`config.mk`:
```
export PLATFORM = sky130hd
export DESIGN_NAME = llc_evict_wb_buffer
export DESIGN_NICKNAME = d
export VERILOG_FILES = /design/src/rtl/llc_evict_wb_buffer.sv
export SDC_FILE = /design/constraint.sdc
export NUM_CORES = 1
export LEC_CHECK = 0
export BUFFER_PORTS_ARGS = -buffer_cell sky130_fd_sc_hd__buf_4
export CAP_MARGIN = 30
export CORE_UTILIZATION = 57
export DETAILED_ROUTE_END_ITERATION = 10
export PLACE_DENSITY_LB_ADDON = 0.08
export SKIP_CTS_REPAIR_TIMING = 1
export SLEW_MARGIN = 20
export SYNTH_ARGS = -nofsm -noshare
export SYNTH_HDL_FRONTEND = slang
export SYNTH_SLANG_ARGS = --single-unit
```
`constraint.sdc`:
```
create_clock -name clk -period 2.8 [get_ports clk]
set_input_delay 0.14 -clock clk [delete_from_list [all_inputs] [get_ports clk]]
set_output_delay 0.14 -clock clk [all_outputs]
set_load 0.01 [all_outputs]
```
`src/rtl/llc_evict_wb_buffer.sv`:
```
// Writeback buffer for LLC victims: queues Modified lines for line-aligned
// writeback, drops and counts clean/invalid ones, and answers snoops on pending lines.
module llc_evict_wb_buffer #(
  parameter int ADDR_W   = 32,
  parameter int SET_W    = 14,
  parameter int OFFSET_W = 6,
  parameter int TAG_W    = ADDR_W - SET_W - OFFSET_W,
  parameter int N_WAY    = 16,
  parameter int DEPTH    = 4,
  parameter int CNT_W    = 16
) (
  input  logic                     clk,
  input  logic                     rst_n,
  input  logic                     evict_valid,
  output logic                     evict_ready,
  input  logic [SET_W-1:0]         evict_set,
  input  logic [$clog2(N_WAY)-1:0] evict_way,
  input  logic [TAG_W-1:0]         evict_tag,
  input  logic [1:0]               evict_mesi,
  output logic                     wb_valid,
  input  logic                     wb_ready,
  output logic [ADDR_W-1:0]        wb_addr,
  output logic [$clog2(N_WAY)-1:0] wb_way,
  input  logic                     snoop_valid,
  input  logic [ADDR_W-1:0]        snoop_addr,
  output logic                     snoop_hit,
  output logic [CNT_W-1:0]         wb_count,
  output logic [CNT_W-1:0]         drop_count
);

  localparam int WAY_W  = $clog2(N_WAY);
  localparam int PTR_W  = $clog2(DEPTH);
  localparam int OCC_W  = $clog2(DEPTH + 1);
  localparam int LINE_W = TAG_W + SET_W;
  localparam logic [OCC_W-1:0] OCC_FULL  = OCC_W'(DEPTH);
  localparam logic [OCC_W-1:0] OCC_EMPTY = {OCC_W{1'b0}};
  localparam logic [1:0]       MESI_M    = 2'b11;
  localparam logic [CNT_W-1:0] CNT_MAX   = {CNT_W{1'b1}};

  logic [LINE_W-1:0] line_r [DEPTH];
  logic [WAY_W-1:0]  way_r  [DEPTH];
  logic [DEPTH-1:0]  valid_r;
  logic [PTR_W-1:0]  wr_ptr_r;
  logic [PTR_W-1:0]  rd_ptr_r;
  logic [OCC_W-1:0]  occ_r;

  logic              accept_s;
  logic              push_s;
  logic              drop_s;
  logic              pop_s;
  logic [LINE_W-1:0] evict_line_s;
  logic [PTR_W-1:0]  wr_ptr_nxt_s;
  logic [PTR_W-1:0]  rd_ptr_nxt_s;
  logic [OCC_W-1:0]  occ_nxt_s;
  logic [LINE_W-1:0] head_line_nxt_s;
  logic [WAY_W-1:0]  head_way_nxt_s;
  logic              snoop_match_s;

  // Handshakes, next pointers/occupancy, and the head entry after this edge
  always_comb begin
    accept_s     = evict_valid && evict_ready;
    push_s       = accept_s && (evict_mesi == MESI_M);
    drop_s       = accept_s && (evict_mesi != MESI_M);
    pop_s        = wb_valid && wb_ready;
    evict_line_s = {evict_tag, evict_set};
    wr_ptr_nxt_s = push_s ? wr_ptr_r + PTR_W'(1) : wr_ptr_r;
    rd_ptr_nxt_s = pop_s ? rd_ptr_r + PTR_W'(1) : rd_ptr_r;
    case ({push_s, pop_s})
      2'b10:   occ_nxt_s = occ_r + OCC_W'(1);
      2'b01:   occ_nxt_s = occ_r - OCC_W'(1);
      default: occ_nxt_s = occ_r;
    endcase
    // The slot being written becomes the head only when the FIFO drains to it
    if (push_s && (wr_ptr_r == rd_ptr_nxt_s)) begin
      head_line_nxt_s = evict_line_s;
      head_way_nxt_s  = evict_way;
    end else begin
      head_line_nxt_s = line_r[rd_ptr_nxt_s];
      head_way_nxt_s  = way_r[rd_ptr_nxt_s];
    end
  end

  // Snoop match against entries valid before the edge (push excluded, pop included)
  always_comb begin
    snoop_match_s = 1'b0;
    for (int i = 0; i < DEPTH; i++) begin
      snoop_match_s = snoop_match_s |
                      (valid_r[i] && (line_r[i] == snoop_addr[ADDR_W-1:OFFSET_W]));
    end
  end

  // Entry payload; qualified by valid_r, so it needs no reset
  always_ff @(posedge clk) begin
    if (push_s) begin
      line_r[wr_ptr_r] <= evict_line_s;
      way_r[wr_ptr_r]  <= evict_way;
    end
  end

  // Entry valid bits
  always_ff @(posedge clk or negedge rst_n) begin
    if (!rst_n) begin
      valid_r <= {DEPTH{1'b0}};
    end else begin
      if (push_s) valid_r[wr_ptr_r] <= 1'b1;
      if (pop_s)  valid_r[rd_ptr_r] <= 1'b0;
    end
  end

  // Pointers, occupancy and registered bus-side outputs
  always_ff @(posedge clk or negedge rst_n) begin
    if (!rst_n) begin
      wr_ptr_r    <= {PTR_W{1'b0}};
      rd_ptr_r    <= {PTR_W{1'b0}};
      occ_r       <= OCC_EMPTY;
      evict_ready <= 1'b1;
      wb_valid    <= 1'b0;
      wb_addr     <= {ADDR_W{1'b0}};
      wb_way      <= {WAY_W{1'b0}};
    end else begin
      wr_ptr_r    <= wr_ptr_nxt_s;
      rd_ptr_r    <= rd_ptr_nxt_s;
      occ_r       <= occ_nxt_s;
      evict_ready <= (occ_nxt_s != OCC_FULL);
      wb_valid    <= (occ_nxt_s != OCC_EMPTY);
      if (occ_nxt_s != OCC_EMPTY) begin
        wb_addr <= {head_line_nxt_s, {OFFSET_W{1'b0}}};
        wb_way  <= head_way_nxt_s;
      end else begin
        wb_addr <= {ADDR_W{1'b0}};
        wb_way  <= {WAY_W{1'b0}};
      end
    end
  end

  // Snoop response and saturating statistics
  always_ff @(posedge clk or negedge rst_n) begin
    if (!rst_n) begin
      snoop_hit  <= 1'b0;
      wb_count   <= {CNT_W{1'b0}};
      drop_count <= {CNT_W{1'b0}};
    end else begin
      snoop_hit <= snoop_valid && snoop_match_s;
      if (pop_s && (wb_count != CNT_MAX)) wb_count <= wb_count + CNT_W'(1);
      if (drop_s && (drop_count != CNT_MAX)) drop_count <= drop_count + CNT_W'(1);
    end
  end

endmodule

```
== Word level (Yosys, flattened, before mapping) ==
Memory sizes are Yosys's and may differ from the RTL's.
Cells that the tools add are included.

* Register bits after elaboration: 82
* RAM bits: 120
* Input port bits: 69
* Output and inout bits: 71
* Word-level logic and storage cells: 70
* Memories: 2

{| class="wikitable"
|+ Memories
! memory !! words !! bits a word !! read ports !! clocked after memory_dff !! write ports !! RTL line !! source
|-
| line_r || 4 || 26 || 5 || 0 || 1 || 40 || <nowiki>logic [LINE_W-1:0] line_r [DEPTH];</nowiki>
|-
| way_r || 4 || 4 || 1 || 0 || 1 || 41 || <nowiki>logic [WAY_W-1:0] way_r [DEPTH];</nowiki>
|}

* Add/subtract/negate cells: 6
* Magnitude comparators: 4
* Equality and inequality tests: 12
* Mux-type cells: 14
* Bitwise gates (word level): 6
* Reductions and logical operators: 15

{| class="wikitable"
|+ Operators by type and width
! operator !! count
|-
| 26-bit == test || 4
|-
| 16-bit by 1-bit adder with 16-bit output, second input constant || 2
|-
| 32-bit two-way mux || 1
|-
| 16-bit != test, second input constant || 2
|-
| 26-bit two-way mux || 1
|-
| 4-bit two-way mux || 4
|-
| 1-bit logical AND || 14
|-
| 2-bit by 3-bit less-than comparator with 1-bit output, second input constant || 2
|-
| 3-bit one-hot mux with 2 select lines || 1
|-
| 2-bit by 1-bit adder with 2-bit output, second input constant || 2
|-
| 4-bit AND || 1
|-
| 1-bit demux with 2-bit select || 2
|-
| 2-bit == test, second input constant || 2
|-
| 2-bit by 1-bit >= comparator with 1-bit output, second input constant || 2
|-
| 1-bit two-way mux || 4
|-
| 4-bit NOT || 1
|-
| 4-bit OR || 1
|-
| 3-bit by 1-bit adder with 3-bit output, second input constant || 1
|-
| 3-bit != test, second input constant || 1
|-
| 1-bit OR || 3
|-
| 3-bit nonzero test || 1
|-
| 3-bit by 1-bit subtractor with 3-bit output, second input constant || 1
|-
| 2-bit by 1-bit == test with 1-bit output, second input constant || 1
|-
| 2-bit == test || 1
|-
| other kinds (2) || 2
|}

== Longest topological paths before layout ==
* Depth after elaboration: 8
* Depth in mapped cells: 12
* Gate-level depth less buffers: 11

== Worst setup path after synthesis ==
OpenSTA, ideal clock, no wires.

* Kind: reg-to-reg
* Start point: register evict_ready
* End point: register wb_addr[10]
* Setup time: 136 ps
* Arrival: 2400 ps
* Data required time: 2664 ps
* Slack: 263 ps
* Cell stages (with the launch flop): 13
* Buffers on the path: 1
* Period minus slack after synthesis: 2537 ps
* Cell sequence: dfstp_2 -> nand2_1 -> nor2_1 -> inv_1 -> ha_1 -> inv_1 -> fa_1 -> xor2_1 -> nor2_1 -> xor2_1 -> nor3_1 -> clkbuf_1 -> a21oi_1

* Longest elaborated chain between the ends: 6
* Elaborated cells on any way between the ends: 9
* Classes of those cells: 2 x eq/ne; 3 x mux; 4 x reduce/logical

{| class="wikitable"
|+ Ends and longest elaborated chain
! what !! RTL line !! source
|-
| start: declaration || 15 || <nowiki>output logic evict_ready,</nowiki>
|-
| start signal: assignment || 124 || <nowiki>evict_ready <= (occ_nxt_s != OCC_FULL);</nowiki>
|-
| 1-bit logical AND * || 61 || <nowiki>accept_s = evict_valid && evict_ready;</nowiki>
|-
| 1-bit logical AND * || 62 || <nowiki>push_s = accept_s && (evict_mesi == MESI_M);</nowiki>
|-
| 2-bit by 1-bit == test with 1-bit output / 2-bit == test (equally long branches) || 68 || <nowiki>case ({push_s, pop_s})</nowiki>
|-
| 3-bit one-hot mux with 2 select lines * || 68 ||
|-
| via occ_nxt_s[2] || 54 || <nowiki>logic [OCC_W-1:0] occ_nxt_s;</nowiki>
|-
| 3-bit nonzero test * || 126 || <nowiki>if (occ_nxt_s != OCC_EMPTY) begin</nowiki>
|-
| 32-bit two-way mux * || 126 ||
|-
| end signal: assignment || 118 || <nowiki>wb_addr <= {ADDR_W{1'b0}};</nowiki>
|-
| end signal: assignment || 127 || <nowiki>wb_addr <= {head_line_nxt_s, {OFFSET_W{1'b0}}};</nowiki>
|-
| end signal: assignment || 130 || <nowiki>wb_addr <= {ADDR_W{1'b0}};</nowiki>
|-
| end: declaration || 22 || <nowiki>output logic [ADDR_W-1:0] wb_addr,</nowiki>
|}

The timed path passes the listed nets; every way through them passes the cells marked *.
A chain may end at the register's enable or synchronous reset.

== Worst setup path after layout ==
* Start point: register wb_valid
* End point: register wb_way[0]

* Elaborated cells on any way between the ends: 11
* Classes of those cells: 3 x eq/ne; 4 x mux; 3 x reduce/logical; 1 x memory

{| class="wikitable"
|+ RTL lines
! what !! RTL line !! source
|-
| start: declaration || 20 || <nowiki>output logic wb_valid,</nowiki>
|-
| start signal: assignment || 125 || <nowiki>wb_valid <= (occ_nxt_s != OCC_EMPTY);</nowiki>
|-
| 1-bit logical AND * || 64 || <nowiki>pop_s = wb_valid && wb_ready;</nowiki>
|-
| 2-bit by 1-bit == test with 1-bit output / 2-bit == test (equally long branches) || 68 ||
|-
| 3-bit one-hot mux with 2 select lines * || 68 ||
|-
| via occ_nxt_s[2] || 54 ||
|-
| 3-bit nonzero test * || 126 ||
|-
| 4-bit two-way mux * || 126 ||
|-
| end signal: assignment || 119 || <nowiki>wb_way <= {WAY_W{1'b0}};</nowiki>
|-
| end signal: assignment || 128 || <nowiki>wb_way <= head_way_nxt_s;</nowiki>
|-
| end signal: assignment || 131 || <nowiki>wb_way <= {WAY_W{1'b0}};</nowiki>
|-
| end: declaration || 23 || <nowiki>output logic [$clog2(N_WAY)-1:0] wb_way,</nowiki>
|}

Marked as above.

==> results.rst <==
.. list-table::
   :header-rows: 1

   * - Metric
     - Value
   * - Cell with the most instances on the worst path
     - xor2_1
   * - Die ar.
     - 16580 um^2
   * - CTS clock-pin slew for the worst setup and hold paths
     - 70 ps
   * - Max Root-Sink Buffers
     - 2
   * - Final total negative setup slack
     - 0 ps
   * - Overall Global Routing Usage
     - 29.43%
   * - Area overhead of the layout relative to synthesis
     - 22.82%
   * - Syn avg cell area
     - 12.20 um^2
   * - Unrepaired setup endpoints after global routing
     - false
   * - Worst-case setup slack after placement
     - 280.0 ps
   * - Final setup fails
     - 0
   * - Critical Setup Path Class
     - reg2reg
   * - Setup slack of the critical path after layout
     - 252.8 ps
   * - Area leader, netlist
     - edfxtp_1
   * - Static leakage power
     - 4.434 nW
   * - Yosys warning total
     - 0
   * - Portion of the post-synthesis area used by sequential elements
     - 60.11%
   * - Total clock buffers created by CTS
     - 17
   * - Classification of the worst-slack hold path
     - in2async
   * - # rows
     - 45
   * - Clock latency at the later pin of the worst-skew pair
     - 440 ps
   * - DPL Wire Length
     - 15.07 mm
   * - Register-to-Register Setup Slack
     - 250 ps
   * - Core region area
     - 15430 um^2
   * - Instance area at placement
     - 10360 um^2
   * - Fraction of synthesis flops using an asynchronous set or reset pin
     - 38.78%
   * - Drt first-iter violations
     - 451
   * - Fin. max-slew vios
     - 0
   * - Startpoint type of the worst setup path
     - register
   * - Post-DRT Antenna Nets
     - 0
   * - Post-Syn Area
     - 9161 um^2
   * - Share of cells above drive strength 1
     - 19.96%
   * - CTS sink cnt
     - 196
   * - Critical register-to-register path endpoint
     - wb_way[0]
   * - Count of distinct cell types in the synthesized netlist
     - 40
   * - Worst R2R Path Depth
     - 11
   * - Upper clock frequency limit
     - 0.3926 GHz
   * - Worst r2r src
     - wb_valid
   * - Via density
     - 5.918
   * - Cell at the root of the clock tree
     - clkbuf_16
   * - Worst-margin pin slew
     - 678.9 ps
   * - Ordered list of cells on the worst path
     - nand2_1 > inv_2 > ha_1 > inv_1 > fa_1 > xor2_1 > nor2_1 > xor2_1 > nor3_2 > buf_12 > a21oi_1
   * - Maxcap violations
     - 0
   * - TritonCTS clock tree
     - done
   * - Hold violation total from the final report
     - 0
   * - Setup Skew
     - 9.418 ps
   * - Level count of the clock H-tree
     - 4
   * - Number of nets at the end of the flow
     - 980
   * - Crit path largest cell delay
     - 460 ps
   * - Max stage delay cell, worst path
     - dfrtp_1
   * - Via count
     - 6652
   * - Synthesized flop and latch total
     - 196
   * - Number of flops mapped to enable cells by yosys
     - 120
   * - IR drop worst, VDD
     - 0.5924 mV
   * - Number of global-route vias before repair
     - 6459
   * - Post-route DRC violation count
     - 0
   * - Most used flip-flop cell after synthesis
     - edfxtp_1
   * - I/O pins
     - 140
   * - CP arrival
     - 2900 ps
   * - Worst path required time
     - 3160 ps
   * - Initial standard-cell utilization of the core
     - 59.38%
   * - Biggest fanout along the worst timing path
     - 31
   * - Crit path capture type
     - register
   * - Share of the synthesized area in the top cell type
     - 39.33%
   * - Shortest period the worst path allows
     - 2547 ps
   * - Buf+Inv Stages, Crit Path
     - 3
   * - Normalized max-slew margin
     - 54.32%
   * - Status
     - complete, no violations
   * - Cells after Synth
     - 751
   * - First-pass GRT wire length
     - 35.66 mm
   * - Share of the clock period used by the worst path
     - 90.97%
   * - Vertical extent of the die
     - 128.8 um
   * - PD cells
     - 869.1 nW/um^2
   * - Wire length per cell after detailed routing
     - 20.98 um
   * - Number of antenna violations at the first check in global routing
     - 1
   * - Number of detailed-route iterations in the first pass
     - 5
   * - Family with the most delay on the worst path
     - adder cells
   * - Overall die width
     - 128.8 um
   * - IO buf count
     - 127
   * - GP Congestion
     - 0.8263
   * - Top cells by area in the synthesized netlist
     - edfxtp_1, dfrtp_1, xnor2_1, xor2_1, nand2_1
   * - GRT Residual Overflow
     - 0
   * - Total wire length
     - 23.58 mm
   * - Largest net degree at the start of global routing
     - 62
   * - Fin area
     - 11250 um^2
-- sequential cells by signal, indices dropped and copies added, names as in the netlist --
register	flops
way_r	16
occ_r	3
wr_ptr_r	2
evict_ready	1
snoop_hit	1
wb_count	16
wb_way	4
drop_count	16
rd_ptr_r	2
valid_r	4
wb_addr	26
line_r	104
wb_valid	1
-- area by class of cell --
type	count	area, um^2
Fill cell	1108	4175
Clock buffer	17	425.4
Inverter	14	52.55
Antenna cell	1	2.502
Multi-Input combinational cell	495	3379
Tap cell	211	264.0
Timing Repair Buffer	175	1476
Sequential cell	196	5507
Clock inverter	15	145.1
-- kinds of logic (layout without fill, tap and decap cells) --
logic type      Yosys count  after routing  synth area share [%]
mux                       1              1                0.1093
simple gates            231            231                 12.50
fa+ha+maj                12             12                 1.721
buf+inv                  65            221                 3.346
compound gates          107            107                 8.836
flops                   196            196                 60.11
xor+xnor                138            138                 13.34
other cells               1              7               0.04093
-- how the worst max path moves through the flow --
stage          depth (start not counted)  slack, ps     endpoint        start
2_1_floorplan                         12        260  wb_addr[10]  evict_ready
3_3_place_gp                           8        410  wb_addr[11]  rd_ptr_r[0]
3_5_place_dp                          11        280    wb_way[0]     wb_valid
4_1_cts                               11        250    wb_way[0]     wb_valid
5_1_grt                               11         50    wb_way[0]     wb_valid
6_report                              11        250    wb_way[0]     wb_valid
-- Yosys cell counts, types with 7 or more instances --
cell / count
a211oi_1: 31
a21oi_1: 33
a311o_1: 30
and3_1: 33
buf_2: 8
clkbuf_1: 33
dfrtp_1: 75
edfxtp_1: 120
ha_1: 11
inv_1: 12
nand2_1: 108
nand3_1: 14
nand4_1: 31
nor2_1: 7
nor3_1: 10
nor4_1: 14
xnor2_1: 83
xor2_1: 54
-- layer usage --
layer	vias to the layer above	part of all wire, %	wire length, um	track usage (%)
li1	2998	-	-	-
met1	3319	41	9688	38.61
met2	291	49	11640	47.66
met3	44	7.0	1653	6.071
met4	0	2.5	598	12.94
met5	-	0	0	0
-- per-stage QoR --
stage	utilization (%)	hold WS (ps)	cells	power [mW]
after global routing	72.92	179.5	1123	10.23
after global placement	66.97	346.0	1058	7.235
after CTS	70.84	-390.3	1091	9.768
after floorplan	-	-155.6	756	5.916
final	72.94	154.4	1124	9.779
after detailed placement	67.15	81.10	1059	7.354
-- cell usage in the layout (no fill, tap or decap), drive strengths merged, types with 3 or more instances in the layout --
cell         synthesis  routed
ha                  11      11
conb                 1       6
a211oi              32      32
and3                33      33
xnor2               83      83
nor3                10      10
nor2                 7       7
nand2              108     108
dlygate4sd3          0      32
buf                 18     143
dfrtp               75      75
nand3               14      14
and2                 6       6
a311o               30      30
and4                 5       5
clkinv               0       4
edfxtp             120     120
clkbuf              33      17
o21ai                3       3
inv                 14      23
nand4               31      31
a2bb2oi              4       4
xor2                54      54
a21oi               33      33
nor4                14      14
-- power by group --
part	switching [mW]	internal [mW]	leakage, nW
clock	1.16	1.26	0.283
sequential	0.337	3.59	2.04
combinational	1.91	1.54	2.11
-- worst register-to-register path, delay by kind of cell (launching register included) --
family / cells / cell delay (ps)
buffers and inverters: 3 / 420
adders and majority gates: 2 / 580
DFF: 1 / 460
AOI/OAI and AO/OA: 1 / 190
and+or+nand+nor: 3 / 380
xor gates and xnor gates: 2 / 450
No activity file was read; power rests on OpenSTA's default activity.
